==> src/rtl/operand_stack.sv <==
// rtl/operand_stack.sv - LIFO operand stack with combinational top/next and single-edge replace
// Storage is never cleared; count masks stale entries from top/next.

module operand_stack #(
    parameter int DATA_SIZE = 11,
    parameter int DEPTH     = 16,
    parameter int PTR_SIZE  = $clog2(DEPTH) + 1
) (
    input  logic                 clk,
    input  logic                 rst,
    input  logic [DATA_SIZE-1:0] in,
    input  logic                 push,
    input  logic                 pop,
    output logic [DATA_SIZE-1:0] top,
    output logic [DATA_SIZE-1:0] next,
    output logic [PTR_SIZE-1:0]  count,
    output logic                 empty,
    output logic                 full,
    output logic                 overflow,
    output logic                 underflow
);

    localparam int AW = $clog2(DEPTH);

    logic [DATA_SIZE-1:0] mem_q [DEPTH];
    logic [PTR_SIZE-1:0]  count_q, count_d;
    logic                 overflow_q, overflow_d;
    logic                 underflow_q, underflow_d;
    logic                 wr_en;
    logic [AW-1:0]        wr_addr;
    logic [AW-1:0]        top_idx, next_idx;
    logic                 is_empty, is_full;

    assign is_empty = (count_q == '0);
    assign is_full  = (count_q == PTR_SIZE'(DEPTH));
    assign top_idx  = AW'(count_q - PTR_SIZE'(1));
    assign next_idx = AW'(count_q - PTR_SIZE'(2));

    always_comb begin
        count_d     = count_q;
        overflow_d  = overflow_q;
        underflow_d = underflow_q;
        wr_en       = 1'b0;
        wr_addr     = count_q[AW-1:0];
        case ({push, pop})
            2'b10: begin
                if (!is_full) begin
                    wr_en   = 1'b1;
                    wr_addr = count_q[AW-1:0];
                    count_d = count_q + PTR_SIZE'(1);
                end else begin
                    overflow_d = 1'b1;
                end
            end
            2'b01: begin
                if (!is_empty) begin
                    count_d = count_q - PTR_SIZE'(1);
                end else begin
                    underflow_d = 1'b1;
                end
            end
            2'b11: begin
                // Replace overwrites the top in place; on empty it degrades to a push.
                wr_en = 1'b1;
                if (!is_empty) begin
                    wr_addr = top_idx;
                end else begin
                    wr_addr     = '0;
                    count_d     = PTR_SIZE'(1);
                    underflow_d = 1'b1;
                end
            end
            default: ;
        endcase
        if (rst) begin
            wr_en = 1'b0;
        end
    end

    always_ff @(posedge clk) begin
        if (rst) begin
            count_q     <= '0;
            overflow_q  <= 1'b0;
            underflow_q <= 1'b0;
        end else begin
            count_q     <= count_d;
            overflow_q  <= overflow_d;
            underflow_q <= underflow_d;
        end
    end

    always_ff @(posedge clk) begin
        if (wr_en) begin
            mem_q[wr_addr] <= in;
        end
    end

    assign top       = is_empty ? '0 : mem_q[top_idx];
    assign next      = (count_q < PTR_SIZE'(2)) ? '0 : mem_q[next_idx];
    assign count     = count_q;
    assign empty     = is_empty;
    assign full      = is_full;
    assign overflow  = overflow_q;
    assign underflow = underflow_q;

endmodule
==> config.mk <==
export PLATFORM = sky130hd
export DESIGN_NAME = operand_stack
export DESIGN_NICKNAME = d
export VERILOG_FILES = /design/src/rtl/operand_stack.sv
export SDC_FILE = /design/constraint.sdc
export NUM_CORES = 1
export LEC_CHECK = 0
export CORE_MARGIN = 2
export CORE_UTILIZATION = 30
export DETAILED_ROUTE_END_ITERATION = 8
export GPL_TIMING_DRIVEN = 0
export PLACE_DENSITY = 0.53
export SLEW_MARGIN = 20
export SYNTH_ARGS = -nofsm -noshare
export SYNTH_HDL_FRONTEND = slang
export SYNTH_SLANG_ARGS = --single-unit
==> constraint.sdc <==
create_clock -name clk -period 5.3 [get_ports clk]
set_clock_uncertainty 0.05 [all_clocks]
set_input_delay 1.06 -clock clk [delete_from_list [all_inputs] [get_ports clk]]
set_output_delay 1.06 -clock clk [all_outputs]
set_load 0.01 [all_outputs]
======== Yosys cells after proc, flatten, opt, wreduce, memory -nomap -nowiden ========
Memories as Yosys holds them, arrays and structs flattened.
Cells that the tools add are included.
Widths: inputs -> output; s select.
word-level totals
  flip-flop bits (word level) ............. 7
  RAM bits ................................ 176
  output and inout bits ................... 31
  word-level logic and storage cells ...... 34
  memories kept ........................... 1
memories
  name   words  bits a word  rd ports  clocked after memory_dff  wr ports  line  RTL
  mem_q  16     11           2         0                         1         25    logic [DATA_SIZE-1:0] mem_q [DEPTH];
cells by class
  add/sub/neg operators ................... 3
  magnitude comparators ................... 1
  equal/unequal tests ..................... 7
  mux-type cells .......................... 13
  reductions and logical operators ........ 6
operators with widths
  kind                 count
  $mux 11              2
  $mux 5               3
  $pmux 5 s3           1
  $mux 4               2
  $ne 2x2->1 const B   3
  $add 5x1->5 const B  1
  $eq 5x5->1 const B   1
  $logic_not 5->1      1
  $lt 5x2->1 const B   1
  $sub 5x1->5 const B  1
  $eq 2x2->1 const B   2
  $mux 1               4
  $reduce_and 2->1     2
  $reduce_and 4->1     1
  $sub 4x2->4 const B  1
  $reduce_bool 3->1    1
  $eq 2x1->1 const B   1
  $pmux 1 s2           1
  $reduce_or 2->1      1

======== Logic depth before layout (Yosys ltp) ========
Gate-level depths: netlist of run 1.
  depth after elaboration ................. 6
  depth in mapped cells ................... 11

======== Least setup slack after synthesis of run 1 ========
Ideal clock, no wire load.
  kind .................................... reg2out
  start ................................... register count_q[1] (netlist: count[1])
  end ..................................... output port top[0]
  arrival time ............................ 2.506 ns
  required time ........................... 4.190 ns
  setup slack ............................. 1.684 ns
  cell stages (with the launch flop) ...... 10
  path buffers ............................ 4
  path through ............................ dfxtp_1 > buf_2 > clkinv_1 > buf_2 > ha_1 > clkbuf_1 > buf_2 > mux4_2 > mux2i_1 > o22ai_1
on the way
  word-level cells in the longest chain between the ends .. 3
  elaborated cells on any way between the ends .. 4
  those cells by class .................... add/sub (1); mux (1); reduce/logical (1); memory (1)
ends and longest elaborated chain
  element                   line  RTL
  start: declaration        26    logic [PTR_SIZE-1:0] count_q, count_d;
  start signal: assignment  86    count_q <= count_d;
  $sub 5x1->5               n/a
  $mem_v2 16x11             n/a
  $mux 11 (*)               98    assign top = is_empty ? '0 : mem_q[top_idx];
  end: declaration          14    output logic [DATA_SIZE-1:0] top,
Every way passes the cells marked *; elsewhere a longest branch is shown, timed or not.

======== Worst setup path after layout of run 1 ========
Ends and elaborated chain as after synthesis.

==> results.ini, run 1 <==
[run_status]
status=complete, no violations

[grt]
track_usage_pct=17.84
grt_pass1_vias=5563
antenna_found_initial=0
globalRouteOverflowTotal=0
grt_pass1_wl_um=39140
grt_max_degree=19

[routing]
routed_via_density=5.636
wl_per_cell_um=28.41
drc=0
detail-route-antenna-nets=0
first_iter_violations=678
wirelength_um=27140
vias=5382
firstDrtPassIters=5

[power_and_ir_drop]
powerDensity_nw_per_um2=617.8
seqPwrFrac_pct=25.4
clockPowerShare_pct=19.0
leakage_nw=3.421
netSwitchingFraction_pct=39.55
switchingPower_mw=2.632
ir_drop_mv=0.3594
combPwrFrac_pct=55.6
internal_power_mw=4.023

[clock_network]
cts_buffer_depth=2
cts_sinks=183
hold_buffers=0
clk_pin_slew_ns=0.07
clock-root-buffer=clkbuf_16
cts_max_level=4
insertion_delay_ns=0.43
cts_tree=built
cts_made_buffers=17
post_cts_buffers=0

[placed_design]
gp_congestion=0.8272
placed_cells=924
hpwl_um=18600
place_area_um2=10140
port_buffers=44

[floorplanning]
dieArea_um2=31350
coreArea_um2=29560
num_rows=63
io_pins=46
fp.dieW_um=177.1
start_util_pct=30.40
die_h_um=177.1

[sta]
max_freq_ghz=0.1956
tns_ns=0
fin_crit_sh_pct=96.44
finalSetupViolCount=0
period_minus_slack_ns=5.111
hold_viol=0
whs_ns=0.4208
tightest_slew_ns=0.9956
slew_headroom_pct=33.62
slew_viol_final=0
rsz0062_at_grt=false

[logic_synthesis]
synth-main-ff-cell=edfxtp_1
synth-edff-count=176
syn_nets=495
synth_compound_area_share_pct=4.943
synth.cell_area_um2=8986
synthArstFlopShare_pct=0
ys_ff_latch=183
seq_area_frac_synth_pct=60.37
syn_avg_cell_area_um2=18.96
synthCells=474
synthAdderAreaFrac_pct=0.8354
synth_cell_types=59
synth-simple-area-share_pct=3.453
synthXorXnorAreaFrac_pct=0.4734
yosysWarnings=0
synthMuxAreaShare_pct=26.96
synth_top_family_by_area=multiplexers

[worst_hold_path]
hold_class=register to register
min_path_cells=2

[layout]
final_cell_mix=edfxtp_1 (176), mux4_2 (88), mux2i_1 (44), clkdlybuf4s50_1 (44), buf_4 (24)
seq_area_um2=5425
nNetsFinal=573
layout_commonest_cell=edfxtp_1
diodes=0
drive_gt1_share_pct=35.58
final_util_pct=36.44
final_cells=955
multi_input_area_um2=3393
n_fill_cell=2711
finalInstanceArea_um2=10770
areaGrowthSynthToFinish_pct=19.87

[critical_path]
arrival_ns=4.00
path_common_cell=buf_4
critical_path_class=register to output port
critical-path-max-stage-delay_ns=0.57
startpoint_type=register
critPathCaptureType=output port
crit_buf_inv=6
r2r_cells=10
crit_cells=10
cp_top_family=buffers and inverters
crit_chain=buf_4, clkinv_1, buf_4, ha_1, clkbuf_1, buf_6, mux4_2, mux2i_1, o22ai_1, clkdlybuf4s50_1
critPathRequiredTime_ns=4.19
worst-path-max-fanout=13
crit_path_top_delay_cell=clkdlybuf4s50_1

[flow_run]
drv_cap=0

[cells in the mapped netlist, types with 2 or more instances]
cell type,n,area share (%)
a21o_1,2,0.17
a21oi_1,6,0.33
a21oi_2,3,0.29
a221oi_1,2,0.19
a311oi_1,2,0.19
a31oi_4,2,0.47
and3_1,3,0.21
buf_2,19,1.1
buf_4,7,0.58
buf_6,3,0.38
clkbuf_1,8,0.33
dfxtp_1,7,1.6
edfxtp_1,176,59
ha_1,6,0.84
inv_1,4,0.17
mux2i_1,44,4.9
mux4_2,88,22
nand2_1,4,0.17
nor2_1,5,0.21
nor2b_1,2,0.14
nor3_1,11,0.61
nor3_2,6,0.67
nor3b_1,2,0.17
o21ai_0,3,0.17
o21ai_1,2,0.11
o22ai_1,23,1.6
xnor2_1,2,0.19
[power by group through the flow]
stage	clock network [mW]	registers, mW	logic (mW)
6_report	1.27	1.69	3.70
3_5_place_dp	0	1.72	3.63
2_1_floorplan	0	1.72	2.25
3_3_place_gp	0	1.72	3.57
5_1_grt	1.34	1.70	3.89
4_1_cts	1.28	1.69	3.70
[worst register-to-register path, stage by stage (launching register included)]
cell and delay (ns):
dfxtp_1 0.39, buf_4 0.27, clkinv_1 0.26, buf_4 0.31, ha_1 0.31, clkbuf_1 0.26
buf_2 0.36, nor4b_1 0.35, a21oi_2 0.15, nor3_2 0.65, buf_4 0.32
[area by class of cell]
type | count | area share (%)
clock inverter | 14 | 1.475
multi-input combinational | 245 | 31.50
tap | 390 | 4.530
buffer | 38 | 2.509
inverter | 7 | 0.2904
clock buffer | 18 | 3.984
timing repair buffer | 60 | 5.343
sequential | 183 | 50.37
[metal layers]
metal	up-vias	routed length, um	GRT usage [%]
met4	0	699	5.957
met5	-	0	0
met2	275	12950	28.55
li1	2190	-	-
met3	48	2092	3.759
met1	2869	11400	24.20
[per-stage QoR]
step / power (mW) / setup slack [ns]
after floorplan: 3.968 / 1.684
after global placement: 5.292 / -0.08832
after detailed placement: 5.349 / 0.002385
after CTS: 6.674 / 0.004175
after global routing: 6.933 / 0.0007896
final: 6.655 / 0.1886
[repair_timing]
action	4_1_cts	5_1_grt
hold endpoints to repair	0	0
setup endpoints to repair	22	17
pin swaps	0	0
resized for setup	10	6
gates cloned	0	0
[sequential cells by signal, indices dropped and copies added (netlist names)]
signal and count:
count 5, mem_q 176, overflow 1, underflow 1
[cell families (layout without fill, tap and decap cells)]
logic type / count (synthesis) / after routing
AND/OR/NAND/NOR: 48 / 48
flip-flops: 183 / 183
adder cells (fa/ha/maj): 6 / 6
multiplexers: 132 / 132
XOR/XNOR: 4 / 4
buffers and inverters: 46 / 137
AO/OA/AOI/OAI: 55 / 55
[path summary, 6_finish.rpt]
path / end / slack, ns / from
setup reg to reg: mem_q[9][1] / 1.32 / count[1]
setup / recovery: top[0] / 0.19 / count[1]
hold reg to reg: underflow / 0.42 / underflow
hold / removal: underflow / 0.42 / underflow
No activity file was read; power rests on OpenSTA's default activity.
==> inputs of run 2 (changes only) <==
--- a/config.mk
+++ b/config.mk
@@ -5,11 +5,13 @@
 export SDC_FILE = /design/constraint.sdc
 export NUM_CORES = 1
 export LEC_CHECK = 0
+export ABC_AREA = 1
 export CORE_MARGIN = 2
 export CORE_UTILIZATION = 30
+export CTS_BUF_LIST = sky130_fd_sc_hd__clkbuf_4
 export DETAILED_ROUTE_END_ITERATION = 8
 export GPL_TIMING_DRIVEN = 0
-export PLACE_DENSITY = 0.53
+export PLACE_DENSITY = 0.52
 export SLEW_MARGIN = 20
 export SYNTH_ARGS = -nofsm -noshare
 export SYNTH_HDL_FRONTEND = slang
==> results.ini, run 2 <==
[run_status]
status=complete, no violations  ; unchanged

[logic_synthesis]
synthCells=1227  ; was 474
synthAdderAreaFrac_pct=0.7482  ; was 0.8354%
syn_avg_cell_area_um2=8.177  ; was 18.96 um^2
synth-main-ff-cell=edfxtp_1  ; unchanged
yosys-top-cells-area=edfxtp_1 (53%), nand2_1 (15%), nand3_1 (8.6%)  ; was edfxtp_1 (59%), mux4_2 (22%), mux2i_1 (4.9%)
yosysWarnings=0  ; unchanged
synth_top_family_by_area=simple AND/OR/NAND/NOR gates  ; was multiplexers
synth.cell_area_um2=10030  ; was 8986 um^2
synth_top_area_share_pct=52.67  ; was 58.81%
synthArstFlopShare_pct=0  ; unchanged
syn_nets=1248  ; was 495
yosysMostFrequentCell=nand2_1  ; was edfxtp_1
synthXorXnorAreaFrac_pct=0.1746  ; was 0.4734%
yosys.area.top_type=edfxtp_1  ; unchanged
synth-edff-count=176  ; unchanged
synth_commonest_cells=nand2_1 (396), edfxtp_1 (176), nand3_1 (172)  ; was edfxtp_1 (176), mux4_2 (88), mux2i_1 (44)
synth-simple-area-share_pct=29.01  ; was 3.453%
ys_ff_latch=183  ; unchanged
seq_area_frac_synth_pct=54.07  ; was 60.37%
synth_compound_area_share_pct=6.771  ; was 4.943%
synthMuxAreaShare_pct=0  ; was 26.96%
synth_cell_types=29  ; was 59

[sta]
slew_viol_final=0  ; unchanged
finalSetupViolCount=0  ; unchanged
setup_ws_ns=0.1548  ; was 0.1886 ns
tns_ns=0  ; unchanged
fin_crit_sh_pct=97.08  ; was 96.44%
slew_headroom_pct=26.57  ; was 33.62%
whs_ns=0.4322  ; was 0.4208 ns
max_freq_ghz=0.1944  ; was 0.1956 GHz
rsz0062_at_grt=false  ; unchanged
period_minus_slack_ns=5.145  ; was 5.111 ns
hold_viol=0  ; unchanged
tightest_slew_ns=1.097  ; was 0.9956 ns

[clock_network]
cts_tree=built  ; unchanged
cts_max_level=4  ; unchanged
clk_pin_slew_ns=0.15  ; was 0.07 ns
clock-root-buffer=clkbuf_4  ; was clkbuf_16
cts_buffer_depth=2  ; unchanged
hold_buffers=0  ; unchanged
insertion_delay_ns=0.62  ; was 0.43 ns
cts_sinks=183  ; unchanged
cts_made_buffers=17  ; unchanged

[grt]
globalRouteOverflowTotal=0  ; unchanged
grt_pass1_wl_um=53880  ; was 39140 um
grt_pass1_vias=8289  ; was 5563
grt_max_degree=17  ; was 19
track_usage_pct=21.12  ; was 17.84%
antenna_found_initial=1  ; was 0

[routing]
routed_via_density=4.975  ; was 5.636
wirelength_um=36580  ; was 27140 um
detail-route-antenna-nets=0  ; unchanged
firstDrtPassIters=5  ; unchanged
wl_per_cell_um=20.95  ; was 28.41 um
vias=8686  ; was 5382
drc=0  ; unchanged
first_iter_violations=937  ; was 678

[placed_design]
port_buffers=45  ; was 44
place_ws_ns=0.4946  ; was 0.002385 ns
gp_congestion=0.9913  ; was 0.8272
hpwl_um=26220  ; was 18600 um
place_area_um2=11050  ; was 10140 um^2
placed_cells=1714  ; was 924

[critical_path]
critPathCaptureType=output port  ; unchanged
critPathRequiredTime_ns=4.19  ; about the same
critical_path_class=register to output port  ; unchanged
crit_path_top_delay_cell=clkdlybuf4s50_1  ; unchanged
r2r_cells=9  ; was 10
crit_chain=inv_1, buf_2, buf_2, ha_1, inv_1, nand2_2, nand2_2, inv_2, buf_2, nand3_1, nand3_1, nand2_1, nor2_1, clkdlybuf4s50_1  ; was buf_4, clkinv_1, buf_4, ha_1, clkbuf_1, buf_6, mux4_2, mux2i_1, o22ai_1, clkdlybuf4s50_1
worst-path-max-fanout=11  ; was 13
startpoint_type=register  ; unchanged
critical-path-max-stage-delay_ns=0.59  ; was 0.57 ns
path_common_cell=buf_2  ; was buf_4
arrival_ns=4.04  ; was 4.00 ns

[floorplanning]
num_rows=66  ; was 63
dieArea_um2=34920  ; was 31350 um^2
coreArea_um2=32700  ; was 29560 um^2
start_util_pct=30.68  ; was 30.40%
die_h_um=186.9  ; was 177.1 um
io_pins=46  ; unchanged
fp.dieW_um=186.9  ; was 177.1 um

[layout]
n_fill_cell=3453  ; was 2711
nNetsFinal=1311  ; was 573
areaGrowthSynthToFinish_pct=13.39  ; was 19.87%
drive_gt1_share_pct=9.063  ; was 35.58%
largest_reg_flops=176  ; unchanged
final_util_pct=34.79  ; was 36.44%
final_cells=1746  ; was 955
largest_register=mem_q  ; unchanged
finalInstanceArea_um2=11380  ; was 10770 um^2
layout_commonest_cell=nand2_1  ; was edfxtp_1
final_cell_mix=nand2_1 (396), edfxtp_1 (176), nand3_1 (172)  ; was edfxtp_1 (176), mux4_2 (88), mux2i_1 (44), clkdlybuf4s50_1 (44), buf_4 (24)

[power_and_ir_drop]
combPwrFrac_pct=67.2  ; was 55.6%
internal_power_mw=3.697  ; was 4.023 mW
total_power_mw=7.797  ; was 6.655 mW
switchingPower_mw=4.100  ; was 2.632 mW
seqPwrFrac_pct=22.2  ; was 25.4%
leakage_nw=4.724  ; was 3.421 nW
netSwitchingFraction_pct=52.59  ; was 39.55%
clockPowerShare_pct=10.7  ; was 19.0%
powerDensity_nw_per_um2=685.3  ; was 617.8 nW/um^2
ir_drop_mv=0.3161  ; was 0.3594 mV

[worst_hold_path]
hold_class=register to register  ; unchanged
min_path_cells=1  ; was 2

[flow_run]
drv_cap=0  ; unchanged

## run 2: layout make-up
| type | instances | area (um^2) | share of cell area (%) |
|---|---|---|---|
| antenna | 2 | 5.005 | 0.04399 |
| buffer | 72 | 426.7 | 3.750 |
| clock buffer | 19 | 142.6 | 1.254 |
| tap | 442 | 553.0 | 4.861 |
| sequential | 183 | 5426 | 47.70 |
| clock inverter | 12 | 153.9 | 1.353 |
| inverter | 136 | 510.5 | 4.487 |
| multi-input combinational | 835 | 3709 | 32.60 |
| timing repair buffer | 45 | 450.4 | 3.959 |
## run 2: per-layer routing
metal / track usage, % / share of wire, % / up-vias
met4: 7.570 / 3.1 / 0
met2: 33.01 / 44 / 365
li1: - / - / 4131
met5: 0 / 0 / -
met3: 3.096 / 6.9 / 54
met1: 29.81 / 46 / 4136
## run 2: power groups by stage
stage | Clock [mW] | Sequential [mW] | Combinational [mW]
2_1_floorplan | 0 | 1.75 | 2.86
3_3_place_gp | 0 | 1.76 | 5.06
3_5_place_dp | 0 | 1.76 | 5.07
4_1_cts | 0.844 | 1.73 | 5.10
5_1_grt | 0.900 | 1.74 | 5.59
6_report | 0.832 | 1.73 | 5.24
## run 2: critical path: cells and delay by family, from the launching register on
kind,cells,cell delay [ns]
buf+inv,7,1.86
flops,1,0.39
simple gates,6,0.89
fa+ha+maj,1,0.26
## run 2: final timing paths
path                            slack, ns  startpoint           end
worst max register to register       1.53    count[0]  mem_q[10][3]
worst min register to register       0.43   underflow     underflow
worst max-delay path                 0.15    count[0]        top[2]
worst min-delay path                 0.43   underflow     underflow
## run 2: what timing repair did
action,in CTS,in global routing
resized for setup,4,7
buffers inserted,0,0
setup endpoints to repair,11,15
## run 2: cell families (layout without fill, tap and decap cells)
group / count (synthesis) / in the layout
other cells: 0 / 2
buf+inv: 209 / 284
fa+ha+maj: 6 / 6
simple gates: 700 / 700
flops: 183 / 183
xor+xnor: 2 / 2
compound gates: 127 / 127
==> inputs of run 3 (changes only) <==
--- a/config.mk
+++ b/config.mk
@@ -6,7 +6,6 @@
 export NUM_CORES = 1
 export LEC_CHECK = 0
 export ABC_AREA = 1
-export CORE_MARGIN = 2
 export CORE_UTILIZATION = 30
 export CTS_BUF_LIST = sky130_fd_sc_hd__clkbuf_4
 export DETAILED_ROUTE_END_ITERATION = 8
==> results.ini, run 3 (synthesized netlist as in run 2, its figures left out) <==
[run_status]
status=complete, no violations  ; unchanged

[sta]
whs_ns=0.4340  ; was 0.4322 ns
setup_ws_ns=0.1796  ; was 0.1548 ns
slew_viol_final=0  ; unchanged
period_minus_slack_ns=5.120  ; was 5.145 ns
finalSetupViolCount=0  ; unchanged
tightest_slew_ns=1.094  ; was 1.097 ns
tns_ns=0  ; unchanged
hold_viol=0  ; unchanged
max_freq_ghz=0.1953  ; was 0.1944 GHz
fin_crit_sh_pct=96.61  ; was 97.08%
slew_headroom_pct=26.78  ; was 26.57%
rsz0062_at_grt=false  ; unchanged

[routing]
routed_via_density=5.023  ; was 4.975
first_iter_violations=1120  ; was 937
vias=8770  ; was 8686
wl_per_cell_um=21.32  ; was 20.95 um
wirelength_um=37230  ; was 36580 um
firstDrtPassIters=8  ; was 5
detail-route-antenna-nets=0  ; unchanged
drc=0  ; unchanged

[floorplanning]
die_h_um=184.9  ; was 186.9 um
io_pins=46  ; unchanged
start_util_pct=30.68  ; unchanged
coreArea_um2=32700  ; unchanged
fp.dieW_um=184.9  ; was 186.9 um
dieArea_um2=34180  ; was 34920 um^2
num_rows=66  ; unchanged

[layout]
largest_register=mem_q  ; unchanged
final_cells=1746  ; unchanged
layout_commonest_cell=nand2_1  ; unchanged
nNetsFinal=1310  ; was 1311
drive_gt1_share_pct=9.293  ; was 9.063%
areaGrowthSynthToFinish_pct=13.47  ; was 13.39%
largest_reg_flops=176  ; unchanged
final_cell_mix=nand2_1 (396), edfxtp_1 (176), nand3_1 (172)  ; unchanged

[critical_path]
path_common_cell=nand2_1  ; was buf_2
critPathRequiredTime_ns=4.19  ; about the same
crit_buf_inv=5  ; was 7
crit_path_top_delay_cell=clkdlybuf4s50_1  ; unchanged
critical_path_class=register to output port  ; unchanged
arrival_ns=4.01  ; was 4.04 ns
worst-path-max-fanout=20  ; was 11
startpoint_type=register  ; unchanged
critical-path-max-stage-delay_ns=0.58  ; was 0.59 ns
crit_chain=inv_1, clkbuf_4, ha_1, buf_2, buf_4, nand3_1, nand2_1, nand2_1, nand3_1, nand2_1, nor2_1, clkdlybuf4s50_1  ; was inv_1, buf_2, buf_2, ha_1, inv_1, nand2_2, nand2_2, inv_2, buf_2, nand3_1, nand3_1, nand2_1, nor2_1, clkdlybuf4s50_1
cp_top_family=buffers and inverters  ; unchanged
critPathCaptureType=output port  ; unchanged

[grt]
grt_pass1_wl_um=54280  ; was 53880 um
track_usage_pct=22.50  ; was 21.12%
grt_max_degree=18  ; was 17
grt_pass1_vias=8277  ; was 8289
antenna_found_initial=1  ; unchanged
globalRouteOverflowTotal=0  ; unchanged

[placed_design]
gp_congestion=0.9784  ; was 0.9913
hpwl_um=26330  ; was 26220 um
port_buffers=45  ; unchanged
placed_cells=1714  ; unchanged
place_ws_ns=0.4243  ; was 0.4946 ns

[clock_network]
cts_sinks=183  ; unchanged
cts_tree=built  ; unchanged
cts_buffer_depth=2  ; unchanged
clock-root-buffer=clkbuf_4  ; unchanged
hold_buffers=0  ; unchanged
clk_pin_slew_ns=0.17  ; was 0.15 ns
insertion_delay_ns=0.65  ; was 0.62 ns
cts_made_buffers=17  ; unchanged
cts_max_level=4  ; unchanged
post_cts_buffers=0  ; unchanged

[power_and_ir_drop]
ir_drop_mv=0.2990  ; was 0.3161 mV
powerDensity_nw_per_um2=687.2  ; was 685.3 nW/um^2
leakage_nw=4.739  ; was 4.724 nW

[worst_hold_path]
hold_class=register to register  ; unchanged

[flow_run]
drv_cap=0  ; unchanged

-- run 3: cell types whose count changed in the layout (fill, tap and decap cells not counted), moves of 2 or more --
cell / delta
nor2_1: -2
clkinv_2: +2
nor2_2: +2
clkinvlp_4: -2
clkbuf_4: -3
inv_6: +3
-- run 3: path summary, 6_finish.rpt --
check,start,endpoint,slack [ns],cells after the start
worst max-delay path,count[0],top[7],0.18,12
worst min-delay path,underflow,underflow,0.43,1
worst max register to register,count[0],mem_q[2][3],1.60,8
worst min register to register,underflow,underflow,0.43,1
-- run 3: repair_timing --
item | in CTS | in global routing
pin swaps | 0 | 0
gates resized for setup | 6 | 3
setup endpoints to repair | 11 | 16
-- run 3: metrics by stage --
stage	cell area [um^2]	utilization (%)	power (mW)
5_1_grt	11380	34.81	8.243
3_5_place_dp	11050	33.79	6.823
4_1_cts	11370	34.77	7.714
2_1_floorplan	10030	-	4.615
3_3_place_gp	11040	33.75	6.812
6_report	11380	34.81	7.824
-- run 3: power breakdown --
group	internal (mW)	switching (mW)	total, mW	leakage [nW]
clock	0.339	0.538	0.877	0.163
sequential	1.68	0.0468	1.72	1.64
combinational	1.67	3.55	5.22	2.93
total	3.69	4.13	7.82	4.74
-- run 3: layout make-up --
| type | instances | area (um^2) |
|---|---|---|
| timing repair buffer | 45 | 450.4 |
| multi-input combinational | 835 | 3714 |
| fill | 3469 | 21320 |
| antenna | 2 | 5.005 |
| inverter | 136 | 510.5 |
| buffer | 71 | 417.9 |
| clock buffer | 18 | 135.1 |
| tap | 442 | 553.0 |
| clock inverter | 14 | 173.9 |
| sequential | 183 | 5425 |
-- run 3: metal layers --
metal  global-route usage, %  part of all wire (%)  vias up
met5                       0                     0        -
met4                   9.355                   3.3        0
met3                   3.441                   8.1       61
met2                   34.77                    45      420
met1                   31.31                    44     4151
li1                        -                     -     4138
